<file path="config.mk">
export PLATFORM = sky130hd
export DESIGN_NAME = spi_master_byte
export DESIGN_NICKNAME = d
export VERILOG_FILES = /design/src/rtl/spi_pkg.sv /design/src/rtl/spi_sclk_gen.sv /design/src/rtl/spi_master_byte.sv
export SDC_FILE = /design/constraint.sdc
export NUM_CORES = 1
export LEC_CHECK = 0
export ABC_AREA = 0
export BUFFER_PORTS_ARGS = -buffer_cell sky130_fd_sc_hd__buf_2
export CAP_MARGIN = 20
export CORE_ASPECT_RATIO = 0.5
export CORE_MARGIN = 5
export CORE_UTILIZATION = 45
export DETAILED_ROUTE_END_ITERATION = 10
export GPL_TIMING_DRIVEN = 1
export MAX_ROUTING_LAYER = met4
export PLACE_DENSITY = 0.75
export SETUP_SLACK_MARGIN = 0.15
export SLEW_MARGIN = 20
export SYNTH_ARGS = -nofsm -noshare
export SYNTH_HDL_FRONTEND = slang
export SYNTH_SLANG_ARGS = --single-unit
</file>
<file path="constraint.sdc">
create_clock -name clk -period 2.2 [get_ports clk]
set_clock_uncertainty 0.1 [all_clocks]
set_input_delay 0.66 -clock clk [delete_from_list [all_inputs] [get_ports clk]]
set_output_delay 0.66 -clock clk [all_outputs]
set_load 0.01 [all_outputs]
</file>
<file path="src/rtl/spi_pkg.sv">
// ============================================================================
// Module      : spi_pkg
// Description : Shared FSM state type, SPI mode constants and default sizes
//               for the single-byte SPI master.
// Revision    : 1.0 - initial release
// ============================================================================
`default_nettype none

package spi_pkg;

    typedef enum logic [1:0] {
        IDLE  = 2'd0,
        SETUP = 2'd1,
        SHIFT = 2'd2,
        HOLD  = 2'd3
    } state_t;

    localparam logic c_cpol = 1'b0;
    localparam logic c_cpha = 1'b0;

    localparam int c_data_w_default  = 8;
    localparam int c_clk_div_default = 4;

endpackage

`default_nettype wire

</file>
<file path="src/rtl/spi_sclk_gen.sv">
// ============================================================================
// Module      : spi_sclk_gen
// Description : Half-period counter; pulses tick once every CLK_DIV cycles
//               while enabled and clears whenever disabled.
// Revision    : 1.0 - initial release
// ============================================================================
`default_nettype none

module spi_sclk_gen
    import spi_pkg::*;
#(
    parameter int CLK_DIV = c_clk_div_default
) (
    input  logic clk,
    input  logic rst,
    input  logic en,
    output logic tick
);

    localparam int c_cnt_w = (CLK_DIV > 1) ? $clog2(CLK_DIV) : 1;
    localparam logic [c_cnt_w-1:0] c_cnt_max = c_cnt_w'(CLK_DIV - 1);

    logic [c_cnt_w-1:0] r_cnt;
    logic               w_wrap;

    assign w_wrap = (r_cnt == c_cnt_max);
    assign tick   = en && w_wrap;

    always_ff @(posedge clk) begin
        if (rst || !en) begin
            r_cnt <= '0;
        end else if (w_wrap) begin
            r_cnt <= '0;
        end else begin
            r_cnt <= r_cnt + 1'b1;
        end
    end

endmodule

`default_nettype wire

</file>
<file path="src/rtl/spi_master_byte.sv">
// ============================================================================
// Module      : spi_master_byte
// Description : Mode-0, MSB-first SPI master transferring one DATA_W-bit word
//               per start request, with sclk derived from clk.
// Revision    : 1.0 - initial release
// ============================================================================
`default_nettype none

module spi_master_byte
    import spi_pkg::*;
#(
    parameter int DATA_W  = c_data_w_default,
    parameter int CLK_DIV = c_clk_div_default
) (
    input  logic              clk,
    input  logic              rst,
    input  logic              start,
    input  logic [DATA_W-1:0] tx_data,
    output logic              busy,
    output logic              done,
    output logic [DATA_W-1:0] rx_data,
    output logic              sclk,
    output logic              mosi,
    input  logic              miso,
    output logic              cs_n
);

    localparam int c_edge_w = $clog2(2 * DATA_W + 1);
    localparam logic [c_edge_w-1:0] c_last_edge  = c_edge_w'(2 * DATA_W);
    localparam logic [c_edge_w-1:0] c_first_edge = c_edge_w'(1);

    state_t              r_state;
    logic [c_edge_w-1:0] r_edge;
    logic [c_edge_w-1:0] w_edge_next;
    logic [DATA_W-1:0]   r_tx_sr;
    logic [DATA_W-1:0]   r_rx_sr;
    logic [DATA_W-1:0]   r_rx_data;
    logic                r_sclk;
    logic                r_mosi;
    logic                r_cs_n;
    logic                r_busy;
    logic                r_done;
    logic                w_tick;
    logic                w_en;

    assign w_en        = (r_state != IDLE);
    assign w_edge_next = r_edge + 1'b1;

    spi_sclk_gen #(
        .CLK_DIV (CLK_DIV)
    ) u_sclk_gen (
        .clk  (clk),
        .rst  (rst),
        .en   (w_en),
        .tick (w_tick)
    );

    always_ff @(posedge clk) begin
        if (rst) begin
            r_state   <= IDLE;
            r_edge    <= '0;
            r_tx_sr   <= '0;
            r_rx_sr   <= '0;
            r_rx_data <= '0;
            r_sclk    <= c_cpol;
            r_mosi    <= 1'b0;
            r_cs_n    <= 1'b1;
            r_busy    <= 1'b0;
            r_done    <= 1'b0;
        end else begin
            r_done <= 1'b0;
            case (r_state)
                IDLE: begin
                    if (start) begin
                        r_state <= SETUP;
                        r_tx_sr <= tx_data;
                        r_mosi  <= tx_data[DATA_W-1];
                        r_cs_n  <= 1'b0;
                        r_busy  <= 1'b1;
                        r_edge  <= '0;
                    end
                end
                SETUP: begin
                    // First rising edge samples the bit the slave presented
                    // when chip select fell.
                    if (w_tick) begin
                        r_state <= SHIFT;
                        r_sclk  <= ~c_cpol;
                        r_edge  <= c_first_edge;
                        r_rx_sr <= {r_rx_sr[DATA_W-2:0], miso};
                    end
                end
                SHIFT: begin
                    if (w_tick) begin
                        r_edge <= w_edge_next;
                        r_sclk <= ~r_sclk;
                        if (w_edge_next[0]) begin
                            r_rx_sr <= {r_rx_sr[DATA_W-2:0], miso};
                        end else if (w_edge_next == c_last_edge) begin
                            r_state <= HOLD;
                        end else begin
                            r_tx_sr <= {r_tx_sr[DATA_W-2:0], 1'b0};
                            r_mosi  <= r_tx_sr[DATA_W-2];
                        end
                    end
                end
                HOLD: begin
                    if (w_tick) begin
                        r_state   <= IDLE;
                        r_cs_n    <= 1'b1;
                        r_busy    <= 1'b0;
                        r_done    <= 1'b1;
                        r_rx_data <= r_rx_sr;
                        r_mosi    <= 1'b0;
                    end
                end
                default: begin
                    r_state <= IDLE;
                end
            endcase
        end
    end

    assign busy    = r_busy;
    assign done    = r_done;
    assign rx_data = r_rx_data;
    assign sclk    = r_sclk;
    assign mosi    = r_mosi;
    assign cs_n    = r_cs_n;

endmodule

`default_nettype wire

</file>
=== Word-level counts from Yosys, hierarchy flattened ===
Index checks and enable logic that the tools add are counted.

* Input bits: 12
* Flip-flop bits (word level): 37
* Word-level logic and storage cells: 82

* Equal/unequal tests: 13
* Reduce and logical (&&, ||, !) cells: 20
* Bitwise operators: 2
* Add/sub/neg operators: 2
* Muxes and demuxes: 34

{| class="wikitable"
|+ Operators by type and width
! operator !! count
|-
| $mux W7 || 4
|-
| $mux W8 || 3
|-
| $pmux W8 S2 || 1
|-
| $mux W5 || 3
|-
| $pmux W5 S3 || 1
|-
| $pmux W7 S2 || 1
|-
| $mux W2 || 6
|-
| $reduce_and A6 Y1 || 2
|-
| $mux W1 || 10
|-
| $ne A2 B2 Y1 const B || 5
|-
| $pmux W2 S4 || 1
|-
| $reduce_and A4 Y1 || 2
|-
| $reduce_bool A2 Y1 || 4
|-
| $eq A2 B2 Y1 const B || 3
|-
| $ne A2 B1 Y1 const B || 3
|-
| $pmux W1 S2 || 3
|-
| $reduce_and A3 Y1 || 2
|-
| $reduce_bool A3 Y1 || 2
|-
| $add A5 B1 Y5 const B || 1
|-
| $eq A5 B5 Y1 const B || 1
|-
| $reduce_and A5 Y1 || 1
|-
| $reduce_or A2 Y1 || 2
|-
| $pmux W1 S3 || 1
|-
| $add A2 B1 Y2 const B || 1
|-
| 7 further kinds || 8
|}

=== Longest topological paths before layout ===
* Depth after elaboration: 6
* Depth in mapped cells: 9
* Mapped depth without buffers: 7

=== By module ===
From an unflattened synthesis, not the netlist that was laid out.

* Cell total of the unflattened synthesis: 203
* Area total of the unflattened synthesis: 1,818.0 sq um

{| class="wikitable"
|+ Modules (own cells, without submodules)
! module !! area an instance (sq um) !! cells each !! sequential area each (sq um) !! times used
|-
| spi_master_byte || 1,731.7 || 197 || 700.7 || 1
|-
| spi_sclk_gen || 86.3 || 6 || 40.0 || 1
|}

=== Worst setup path after synthesis ===
OpenSTA, ideal clock, no wires.

* Path type: register to register
* Start: register r_edge[0]
* End: register r_tx_sr[1]
* Path slack: 0.356 ns
* Cell stages (with the launch flop): 8
* Arrival: 1.604 ns
* Buffers on the path: 1
* Data required time: 1.960 ns
* Library setup time: 0.140 ns
* Period minus slack after synthesis: 1.844 ns
* Path through: dfxtp_1 > ha_1 > and3_4 > mux2i_1 > a32oi_2 > buf_6 > nor2_2 > a211oi_2

* Cells in the longest elaborated chain, start to end: 4
* Elaborated cells between the ends (all ways): 5
* Those cells by class: 1 x add/sub; 3 x eq/ne; 1 x reduce/logical

{| class="wikitable"
|+ Ends and longest elaborated chain
! element !! RTL line !! source
|-
| start, declared || spi_master_byte.sv:33 || <nowiki>logic [c_edge_w-1:0] r_edge;</nowiki>
|-
| start signal, assigned || spi_master_byte.sv:89 || <nowiki>r_edge <= c_first_edge;</nowiki>
|-
| start signal, assigned || spi_master_byte.sv:95 || <nowiki>r_edge <= w_edge_next;</nowiki>
|-
| $add A5 B1 Y5 (*) || spi_master_byte.sv:47 || <nowiki>assign w_edge_next = r_edge + 1'b1;</nowiki>
|-
| $eq A5 B5 Y1 || spi_master_byte.sv:99 || <nowiki>end else if (w_edge_next == c_last_edge) begin</nowiki>
|-
| $ne A2 B2 Y1 (no line) || - ||
|-
| $reduce_and A5 Y1 (no line) (*) || - ||
|-
| end signal, assigned || spi_master_byte.sv:76 || <nowiki>r_tx_sr <= tx_data;</nowiki>
|-
| end signal, assigned || spi_master_byte.sv:102 || <nowiki>r_tx_sr <= {r_tx_sr[DATA_W-2:0], 1'b0};</nowiki>
|-
| end, declared || spi_master_byte.sv:35 || <nowiki>logic [DATA_W-1:0] r_tx_sr;</nowiki>
|}

Every way passes the cells marked *; elsewhere a longest branch is shown, timed or not.
A chain may end at the register's enable or synchronous reset.

=== Final worst setup path ===
* Start: register r_edge[1]
* End: register r_mosi, in the netlist mosi

* Cells in the longest elaborated chain, start to end: 4

{| class="wikitable"
|+ Ends and longest elaborated chain
! element !! RTL line !! source
|-
| $add A5 B1 Y5 || spi_master_byte.sv:47 ||
|-
| $eq A5 B5 Y1 || spi_master_byte.sv:99 ||
|-
| $ne A2 B2 Y1 (no line) || - ||
|-
| $reduce_and A6 Y1 (no line) || - ||
|-
| end signal, assigned || spi_master_byte.sv:77 || <nowiki>r_mosi <= tx_data[DATA_W-1];</nowiki>
|-
| end signal, assigned || spi_master_byte.sv:103 || <nowiki>r_mosi <= r_tx_sr[DATA_W-2];</nowiki>
|-
| end, declared || spi_master_byte.sv:39 || <nowiki>logic r_mosi;</nowiki>
|}

Every way passes these cells.

==> impl_metrics.toml <==
[hold_path]
hold_path.startpoint = "u_sclk_gen.r_cnt[0]"
hp-class = "register to register"
whs_endpoint = "u_sclk_gen.r_cnt[0]"
holdPathStages = 1

[setup_path]
required_ns = 2.24
worstPathCellList = "ha_2 -> and3_4 -> mux2i_4 -> buf_4 -> nand3_1 -> a21oi_1 -> a311oi_1"
worstRegToRegCells = 7
cpPeakStageDelay_ns = 0.42
crit_slowest_cell = "dfxtp_1"
r2r_setup_slack_ns = 0.23
path_max_fanout = 6
end_kind = "register"
rr_startpoint = "r_edge[1]"
worst_ep_arrival_time_ns = 2.01
critPathLaunchType = "register"
critPathTopFamily = "flip-flops"
crit_type = "register to register"
critical_path_buf_inv_count = 1
r2r_end = "mosi"
cp.depth = 7

[power_and_ir_drop]
p_int_mw = 1.39
p_seq_share_pct = 38.9
clkPwrFrac_pct = 22.4
sw_frac_of_total_pct = 35.6
p_leak_nw = 0.880
ir_worst_vdd_v = 0.000524
pwr-share-comb_pct = 38.7
power_density_mw_per_mm2 = 1020
p_switching_mw = 0.769

[synthesis]
yosysTopAreaCell = "dfxtp_1"
yosysWarnings = 0
synthesis.area_mm2 = 0.00175
synth_seq_area_share_pct = 42.4
synth_top_cell_area_share_pct = 42.4
syn-num-nets = 211
synthDistinctLibCells = 41
synthTopCellsByArea = "dfxtp_1 (42%), mux2i_1 (9.2%), ha_1 (5.7%)"
synth_area_per_cell_um2 = 9.14
ys_ff_latch = 37
postSynthCellCount = 191

[routing]
vias = 1446
wl_met2_um = 1830
top_layer_used = "met4"
drc = 0
drt-total-wl_um = 3730
drtAntennaViolNets = 0
drt-met1-wl_um = 1750
met3_length_um = 107
avgViaCountPerCell = 5.28
dr.pass1.iters = 4
drt_iter0_drc = 74
wl_per_cell_um = 13.6

[finish]
nNetsFinal = 240
nFillCells = 359
stdcell_count = 274
mostFrequentLayoutCells = "dfxtp_1 (35), buf_2 (24), nor2_1 (19)"
ff_latch_area_um2 = 743
final_common_cell = "dfxtp_1"
multi_input_area_mm2 = 0.00102
fin_util_pct = 55.4
post_route_cells_drive_above_1_share_pct = 29.1
syn_to_final_growth_pct = 21.3
diodes = 0

[grt]
grt_pass1_vias = 1299
grt_usage_pct = 15.0
grt_pass1_wl_um = 6010
antenna_found_initial = 0
grt_overflow = 0
grt_max_degree = 39

[clock_tree]
cts_buffers = 5
clk_pin_slew_worst_paths_ns = 0.07
cts_root_buffer = "clkbuf_8"
cts_hold_buffers = 0
cts_tree = "built"
clk-insertion-delay-late_ns = 0.29
post_cts_buffers = 0
htreeDepth = 2
clk_path_buf_depth = 2
clock-sinks = 37

[timing]
timing.slew.headroom_pct = 53.9
max_freq_mhz = 507
drv_slew = 0
period_minus_slack_ns = 1.97
period_share_pct = 89.6
tns_ns = 0
rsz0062_at_grt = "yes"
hold_viol_final = 0
setup_viol = 0
tightestPinTransition_ns = 0.692

[floorplanning]
ios = 25
chipWidth_um = 98.1
rows = 16
die_h_um = 54.0
core_area_mm2 = 0.00382
start_util_pct = 45.6
die_area_mm2 = 0.00530

[flow_run]
cap_violations = 0

[placed_design]
gp_congestion = 0.856
dpl.hpwl_um = 2450
dp_cells = 266
port_buffers = 24

[outcome]
status = "finished, final reports clean"
==> repair_timing <==
item / CTS / global route
gates resized for setup: 1 / 14
endpoints found under the setup margin: 7 / 20
pin swaps: 1 / 1
cloned: 0 / 1
==> power groups by stage <==
stage          combinational (mW)  clock (mW)  sequential (mW)
6_report                    0.836       0.484            0.840
5_1_grt                     0.933       0.527            0.852
4_1_cts                     0.769       0.493            0.835
3_5_place_dp                0.755           0            0.850
3_3_place_gp                0.741           0            0.844
2_1_floorplan               0.585           0            0.849
==> synthesized netlist by cell type (all sizes together) <==
library cell  count
o31ai             1
mux2i            16
nor2             22
o21ai             7
a22oi             1
and3b             2
ha                8
and3              2
nand3b            3
o32ai             1
or2               3
a211o             1
dfxtp            37
nand2b            3
inv               4
clkbuf            6
and2              1
nand4             1
or3               2
a311oi            2
a31oi             1
a21oi            17
o21a              1
a211oi            7
nor4b             1
nor2b             6
nor4              1
a21boi            1
nor3              1
a32oi             1
nand3            11
nand2            16
buf               4
==> worst max path at each step <==
| stage | start | to |
|---|---|---|
| floorplan | r_edge[0] | r_tx_sr[1] |
| global placement | r_state[0] | r_tx_sr[5] |
| detailed placement | r_edge[1] | r_tx_sr[5] |
| CTS | r_edge[1] | r_tx_sr[3] |
| global route | r_edge[1] | r_state[1] |
| finish | r_edge[1] | mosi |
==> per-layer routing <==
layer  track usage (%)  vias up
li1                  -      733
met1              17.6      688
met2              25.3       20
met3              3.88        5
met4              6.21        0
met5                 -        -
==> kinds of logic after synthesis <==
logic type                 synth area share (%)
DFF                                        42.4
and+or+nand+nor                            21.9
muxes                                      9.18
buffers and inverters                      3.58
adders and majority gates                  5.73
AOI/OAI and AO/OA                          17.1
==> metrics by stage <==
stage	power [mW]	setup WS (ns)	area, µm²	hold WS, ns
detailed placement	1.60	0.0220	1940	0.321
finish	2.16	0.228	2120	0.337
floorplan	1.43	0.356	1750	0.305
CTS	2.10	0.155	2040	0.334
global route	2.31	0.0853	2120	0.367
global placement	1.58	0.134	1940	0.316
==> flip-flops by register name, indices dropped and copies added, names as in the netlist <==
signal            cells
busy                  1
cs_n                  1
done                  1
mosi                  1
r_edge                5
r_rx_sr               8
r_state               2
r_tx_sr               7
rx_data               8
sclk                  1
u_sclk_gen.r_cnt      2
==> area by class of cell <==
cell class	instances	share of cell area [%]
clock inverter	1	0.355
sequential	37	35.1
inverter	4	0.709
tap	54	3.19
clock buffer	6	3.90
timing repair buffer	31	8.33
multi-input combinational	141	48.4
Power figures use the tool's default switching activity.
